[config.mk]
export PLATFORM = sky130hd
export DESIGN_NAME = apb_req_master
export DESIGN_NICKNAME = d
export VERILOG_FILES = /design/src/rtl/apb_req_master.sv
export SDC_FILE = /design/constraint.sdc
export NUM_CORES = 1
export LEC_CHECK = 0
export ABC_CLOCK_PERIOD_IN_PS = 5300
export CORE_UTILIZATION = 44
export CTS_CLUSTER_SIZE = 24
export DETAILED_ROUTE_END_ITERATION = 16
export PLACE_DENSITY = 0.86
export RECOVER_POWER = 25
export SYNTH_ARGS = -nofsm -noshare
export SYNTH_HDL_FRONTEND = slang
export SYNTH_SLANG_ARGS = --single-unit
[constraint.sdc]
create_clock -name clk_i -period 5.3 [get_ports clk_i]
set_clock_uncertainty 0.2 [all_clocks]
set_input_delay 1.06 -clock clk_i [delete_from_list [all_inputs] [get_ports clk_i]]
set_output_delay 1.06 -clock clk_i [all_outputs]
set_load 0.03 [all_outputs]
[src/rtl/apb_req_master.sv]
// APB3/APB4 requester for the AXI-to-APB bridge. Runs one SETUP/ACCESS transfer
// per buffered request and returns read data and error status on a response stream.
`timescale 1ns/1ps
module apb_req_master #(
  parameter int unsigned ADDR_WIDTH     = 32,
  parameter int unsigned DATA_WIDTH     = 32,
  parameter int unsigned ID_WIDTH       = 4,
  parameter int unsigned TIMEOUT_CYCLES = 0
) (
  input  logic                    clk_i,
  input  logic                    rst_ni,

  input  logic                    req_valid_i,
  output logic                    req_ready_o,
  input  logic [ADDR_WIDTH-1:0]   req_addr_i,
  input  logic                    req_write_i,
  input  logic [DATA_WIDTH-1:0]   req_wdata_i,
  input  logic [DATA_WIDTH/8-1:0] req_wstrb_i,
  input  logic [2:0]              req_prot_i,
  input  logic [ID_WIDTH-1:0]     req_id_i,

  output logic                    resp_valid_o,
  input  logic                    resp_ready_i,
  output logic [DATA_WIDTH-1:0]   resp_rdata_o,
  output logic                    resp_err_o,
  output logic [ID_WIDTH-1:0]     resp_id_o,

  output logic                    psel_o,
  output logic                    penable_o,
  output logic                    pwrite_o,
  output logic [ADDR_WIDTH-1:0]   paddr_o,
  output logic [DATA_WIDTH-1:0]   pwdata_o,
  output logic [DATA_WIDTH/8-1:0] pstrb_o,
  output logic [2:0]              pprot_o,
  input  logic                    pready_i,
  input  logic                    pslverr_i,
  input  logic [DATA_WIDTH-1:0]   prdata_i
);

  localparam int unsigned CNT_WIDTH = (TIMEOUT_CYCLES == 0) ? 1 : $clog2(TIMEOUT_CYCLES + 1);
  // Counter value held during the last permitted ACCESS cycle (first cycle holds 0).
  localparam int unsigned CNT_LAST  = (TIMEOUT_CYCLES == 0) ? 0 : TIMEOUT_CYCLES - 1;
  localparam bit          TIMEOUT_EN = (TIMEOUT_CYCLES != 0);
  localparam logic [CNT_WIDTH-1:0] CNT_MAX = '1;

  typedef enum logic [1:0] {
    IDLE   = 2'd0,
    SETUP  = 2'd1,
    ACCESS = 2'd2,
    RESP   = 2'd3
  } state_t;

  state_t               state;
  logic [CNT_WIDTH-1:0] access_cnt;
  logic                 timeout_c;

  // ACCESS cycles already elapsed; expiry is flagged in the final allowed cycle.
  assign timeout_c = TIMEOUT_EN && (access_cnt == CNT_WIDTH'(CNT_LAST));

  always_ff @(posedge clk_i) begin
    if (!rst_ni) begin
      state        <= IDLE;
      req_ready_o  <= 1'b1;
      resp_valid_o <= 1'b0;
      resp_rdata_o <= '0;
      resp_err_o   <= 1'b0;
      resp_id_o    <= '0;
      psel_o       <= 1'b0;
      penable_o    <= 1'b0;
      pwrite_o     <= 1'b0;
      paddr_o      <= '0;
      pwdata_o     <= '0;
      pstrb_o      <= '0;
      pprot_o      <= '0;
      access_cnt   <= '0;
    end else begin
      unique case (state)
        IDLE: begin
          if (req_valid_i) begin
            state       <= SETUP;
            req_ready_o <= 1'b0;
            psel_o      <= 1'b1;
            penable_o   <= 1'b0;
            paddr_o     <= req_addr_i;
            pwrite_o    <= req_write_i;
            pwdata_o    <= req_write_i ? req_wdata_i : '0;
            pstrb_o     <= req_write_i ? req_wstrb_i : '0;
            pprot_o     <= req_prot_i;
            resp_id_o   <= req_id_i;
          end
        end
        SETUP: begin
          state      <= ACCESS;
          penable_o  <= 1'b1;
          access_cnt <= '0;
        end
        ACCESS: begin
          // pready_i takes priority over an expiring timeout in the same cycle.
          if (pready_i || timeout_c) begin
            state        <= RESP;
            psel_o       <= 1'b0;
            penable_o    <= 1'b0;
            resp_valid_o <= 1'b1;
            resp_err_o   <= pready_i ? pslverr_i : 1'b1;
            resp_rdata_o <= (pready_i && !pwrite_o) ? prdata_i : '0;
          end else if (access_cnt != CNT_MAX) begin
            access_cnt <= access_cnt + CNT_WIDTH'(1);
          end
        end
        RESP: begin
          if (resp_ready_i) begin
            state        <= IDLE;
            resp_valid_o <= 1'b0;
            req_ready_o  <= 1'b1;
          end
        end
        default: begin
          state <= IDLE;
        end
      endcase
    end
  end

endmodule

==> key figures <==
Timing
  – Relative slew margins: -53.58%
  – Final setup TNS: 0 ps
  – Setup Viol. Count Final: 0
  – Worst Tran Pin Value: 2302 ps
  – Fin crit period: around 4000 ps
  – Unrepaired setup endpoints after global routing: no
  – Final period util: 77.46%
  – Number of endpoints with negative hold slack in the final report: 0
  – Number of pins with negative max-slew slack in the final report: 86
  – Highest clock frequency the design can meet: about 240 MHz

Yosys
  – Flip-flop cell with the highest count after synthesis: sky130_fd_sc_hd__dfxtp_1
  – Sequential element share of the synthesized area: 49.93%
  – Synth warnings: 0
  – Leading cell types by count after synthesis: 155 x sky130_fd_sc_hd__nand2_1, 115 x sky130_fd_sc_hd__dfxtp_1, 72 x sky130_fd_sc_hd__a21oi_1
  – Library cell with the highest instance count after synthesis: sky130_fd_sc_hd__nand2_1
  – Fraction of post-synthesis cell area in the top cell type by area: 49.93%
  – Post-synth design cell area: about 4600 um2
  – Number of nets produced by synthesis: 659
  – EDFF count, synth: 0
  – Cells taking the most area after synthesis: sky130_fd_sc_hd__dfxtp_1 50%, sky130_fd_sc_hd__nand2_1 13%, sky130_fd_sc_hd__a21oi_1 7.8%
  – Syn_area_per_cell: approximately 8.6 um2
  – Share of synthesized registers carrying an async set or reset: 0%
  – Number of synthesized register bits: 115
  – Synth area leader: sky130_fd_sc_hd__dfxtp_1
  – Distinct cell type count after synthesis: 34
  – Count of mapped cells out of synthesis: approximately 540

Critical path
  – Kind of critical path: in2reg
  – Logic depth of the worst register-to-register path: 6
  – Worst Setup Start Kind: input port
  – Slack of the worst reg-to-reg path: 1570 ps
  – Most frequent CP cell: sky130_fd_sc_hd__nand2_1
  – CP arrival: 4290 ps
  – Launch instance of the worst register-to-register path: state[0]
  – Critical path cell sequence: dlygate4sd3_1 > clkbuf_1 > nand2_1 > nand2_1 > a21oi_1
  – Largest fanout on the critical path: 39
  – Slowest cell on the critical path: sky130_fd_sc_hd__clkbuf_1
  – Critical path endpoint category: flip-flop
  – Required @ worst endpoint: 5480 ps
  – Max stage delay on crit path: 1200 ps
  – End of the worst register-to-register path: pwdata_o[22]

Min path
  – Path class of the lowest-slack min-delay path: reg2reg
  – Depth of the worst hold-timing path: 2
  – Worst Hold Endpoint: pwdata_o[25]
  – Worst hold path startpoint: pwdata_o[25]

Clocking
  – CTS clock-pin slew for the worst setup and hold paths: 50 ps
  – Setup Buffers After CTS: 0
  – CTS buffer count: 17
  – Maximum count of clock buffers along a single path: 2
  – TritonCTS clock tree: yes
  – Clock sink count: 115
  – Cts-stage hold buffer count: 0
  – CTS-repair resized insts: 0
  – Clock tree root buffer cell: sky130_fd_sc_hd__clkbuf_8
  – Clock insertion delay at the later pin of the skew report: 510 ps
  – H-tree depth: 4

Placed design
  – Input/output buffers: roughly 230
  – Placer's final routability congestion estimate: 0.7841
  – HPWL after detailed placement: 9.217 mm

Floorplan
  – Initial standard-cell utilization of the core: 45.07%
  – Width of the die: 104.4 um
  – Y dimension of the die: 104.4 um
  – Number of top-level design ports: 227
  – Die Footprint: 10890 um2
  – Site row count: 37
  – Core Footprint: ~10000 um2

Global routing
  – Global-route wire length before repair: approximately 21 mm
  – Largest net degree at the start of global routing: 46
  – Via count of the first global-routing pass: 4595
  – Number of antenna violations at the first check in global routing: 0
  – Overflow left after global routing: 0
  – GRT Resource Usage Total: 24.70%

Route
  – Vias: approximately 4600
  – Number of routed nets with antenna violations: 0
  – DRC: 0
  – Total Wirelength: 13.45 mm
  – 1st-iter DRT viols: 243
  – Detailed Routing Iterations Pass 1: 4
  – Detail-routed net length per standard cell: 15.09 um
  – Via-per-instance ratio: 5.156

Run
  – Count of maximum capacitance violations: 3

Power
  – Largest vdd supply drop: 0.0002584 V
  – LEAKAGE: ~2.7 nW
  – Power per Cell Area: 448.3 nW/um2

Cells and area
  – Area growth from synthesis to layout: 60.84%
  – Area of the multi-input gates: 2023 um2
  – Count of filler cells inserted in the layout: 789
  – Sequential cell area in the final layout: roughly 2300 um2
  – Post-layout net count: around 860
  – Layout cell share with drive strength beyond 1: a little under a tenth
  – Fraction of the core area covered by cells at the end of the flow: between 70 and 80%
  – Antenna Cells: 0

Run status
  – Outcome: finished with violations
  – Failing checks: capacitance limit, slew limit
==> logic make-up after synthesis <==
logic type | synth area share (%)
muxes | 0.4342
adders and majority gates | 1.900
and+or+nand+nor | 25.13
DFF | 49.93
AOI/OAI and AO/OA | 16.53
buffers and inverters | 6.079
==> final cells by class <==
cell class | instances | area share [%]
multi-input cells | 371 | 27.28
well taps | 136 | 2.295
flip-flops and latches | 115 | 31.04
clock buffers | 22 | 6.243
repair buffers | 233 | 31.16
clock inverters | 10 | 1.755
inverters | 4 | 0.2193
==> power by group <==
group	internal (mW)	switching (mW)
logic	0.432	0.678
registers	0.997	0.0833
clock network	0.748	0.385
total	2.18	1.15
==> state kept, by name, summed over array words and instances (netlist names) <==
| name | cells |
|---|---|
| pwdata_o | 32 |
| req_ready_o | 1 |
| pprot_o | 3 |
| pwrite_o | 1 |
| resp_valid_o | 1 |
| resp_id_o | 4 |
| psel_o | 1 |
| pstrb_o | 4 |
| penable_o | 1 |
| resp_rdata_o | 32 |
| state | 2 |
| paddr_o | 32 |
| resp_err_o | 1 |
==> metrics by stage <==
step	instances	setup WS (ps)	total power [mW]	cell area (um2)	hold WS, ps
6_report	891	1195	3.324	7416	245.1
2_1_floorplan	538	3197	1.835	4611	284.8
4_1_cts	891	1822	3.370	7428	249.8
3_3_place_gp	859	1782	2.190	6835	237.1
3_5_place_dp	859	1807	2.229	6835	245.0
5_1_grt	891	967.3	3.484	7416	263.1
==> layout by cell type, fill, tap and decap left out, types with 7 or more instances in the layout <==
master                              n
sky130_fd_sc_hd__a21oi_1           72
sky130_fd_sc_hd__nand3_1           38
sky130_fd_sc_hd__clkbuf_16         16
sky130_fd_sc_hd__nand2_1          155
sky130_fd_sc_hd__nand4b_1          32
sky130_fd_sc_hd__clkdlybuf4s50_1  176
sky130_fd_sc_hd__ha_1               7
sky130_fd_sc_hd__a21boi_0           7
sky130_fd_sc_hd__dfxtp_1          115
sky130_fd_sc_hd__a21oi_2           30
sky130_fd_sc_hd__dlygate4sd3_1     50
==> per-layer routing <==
metal	wire [um]	global-route usage, %
met5	0	0
met4	349	12.96
met3	1117	9.336
met2	6444	40.82
met1	5536	27.50
==> worst max-delay path, delay by kind of cell <==
family | cells | cell delay (ps)
AND/OR/NAND/NOR | 2 | 1390
AO/OA/AOI/OAI | 1 | 90
buffers and inverters | 2 | 1720
==> worst max path at each step <==
stage	from	end	depth (start not counted)
2_1_floorplan	rst_ni	pwdata_o[10]	5
3_3_place_gp	rst_ni	psel_o	5
3_5_place_dp	rst_ni	psel_o	5
4_1_cts	pwrite_o	pwrite_o	1
5_1_grt	req_valid_i	pwdata_o[8]	5
6_report	pready_i	resp_rdata_o[8]	5
(Power assumes the default switching activity.)
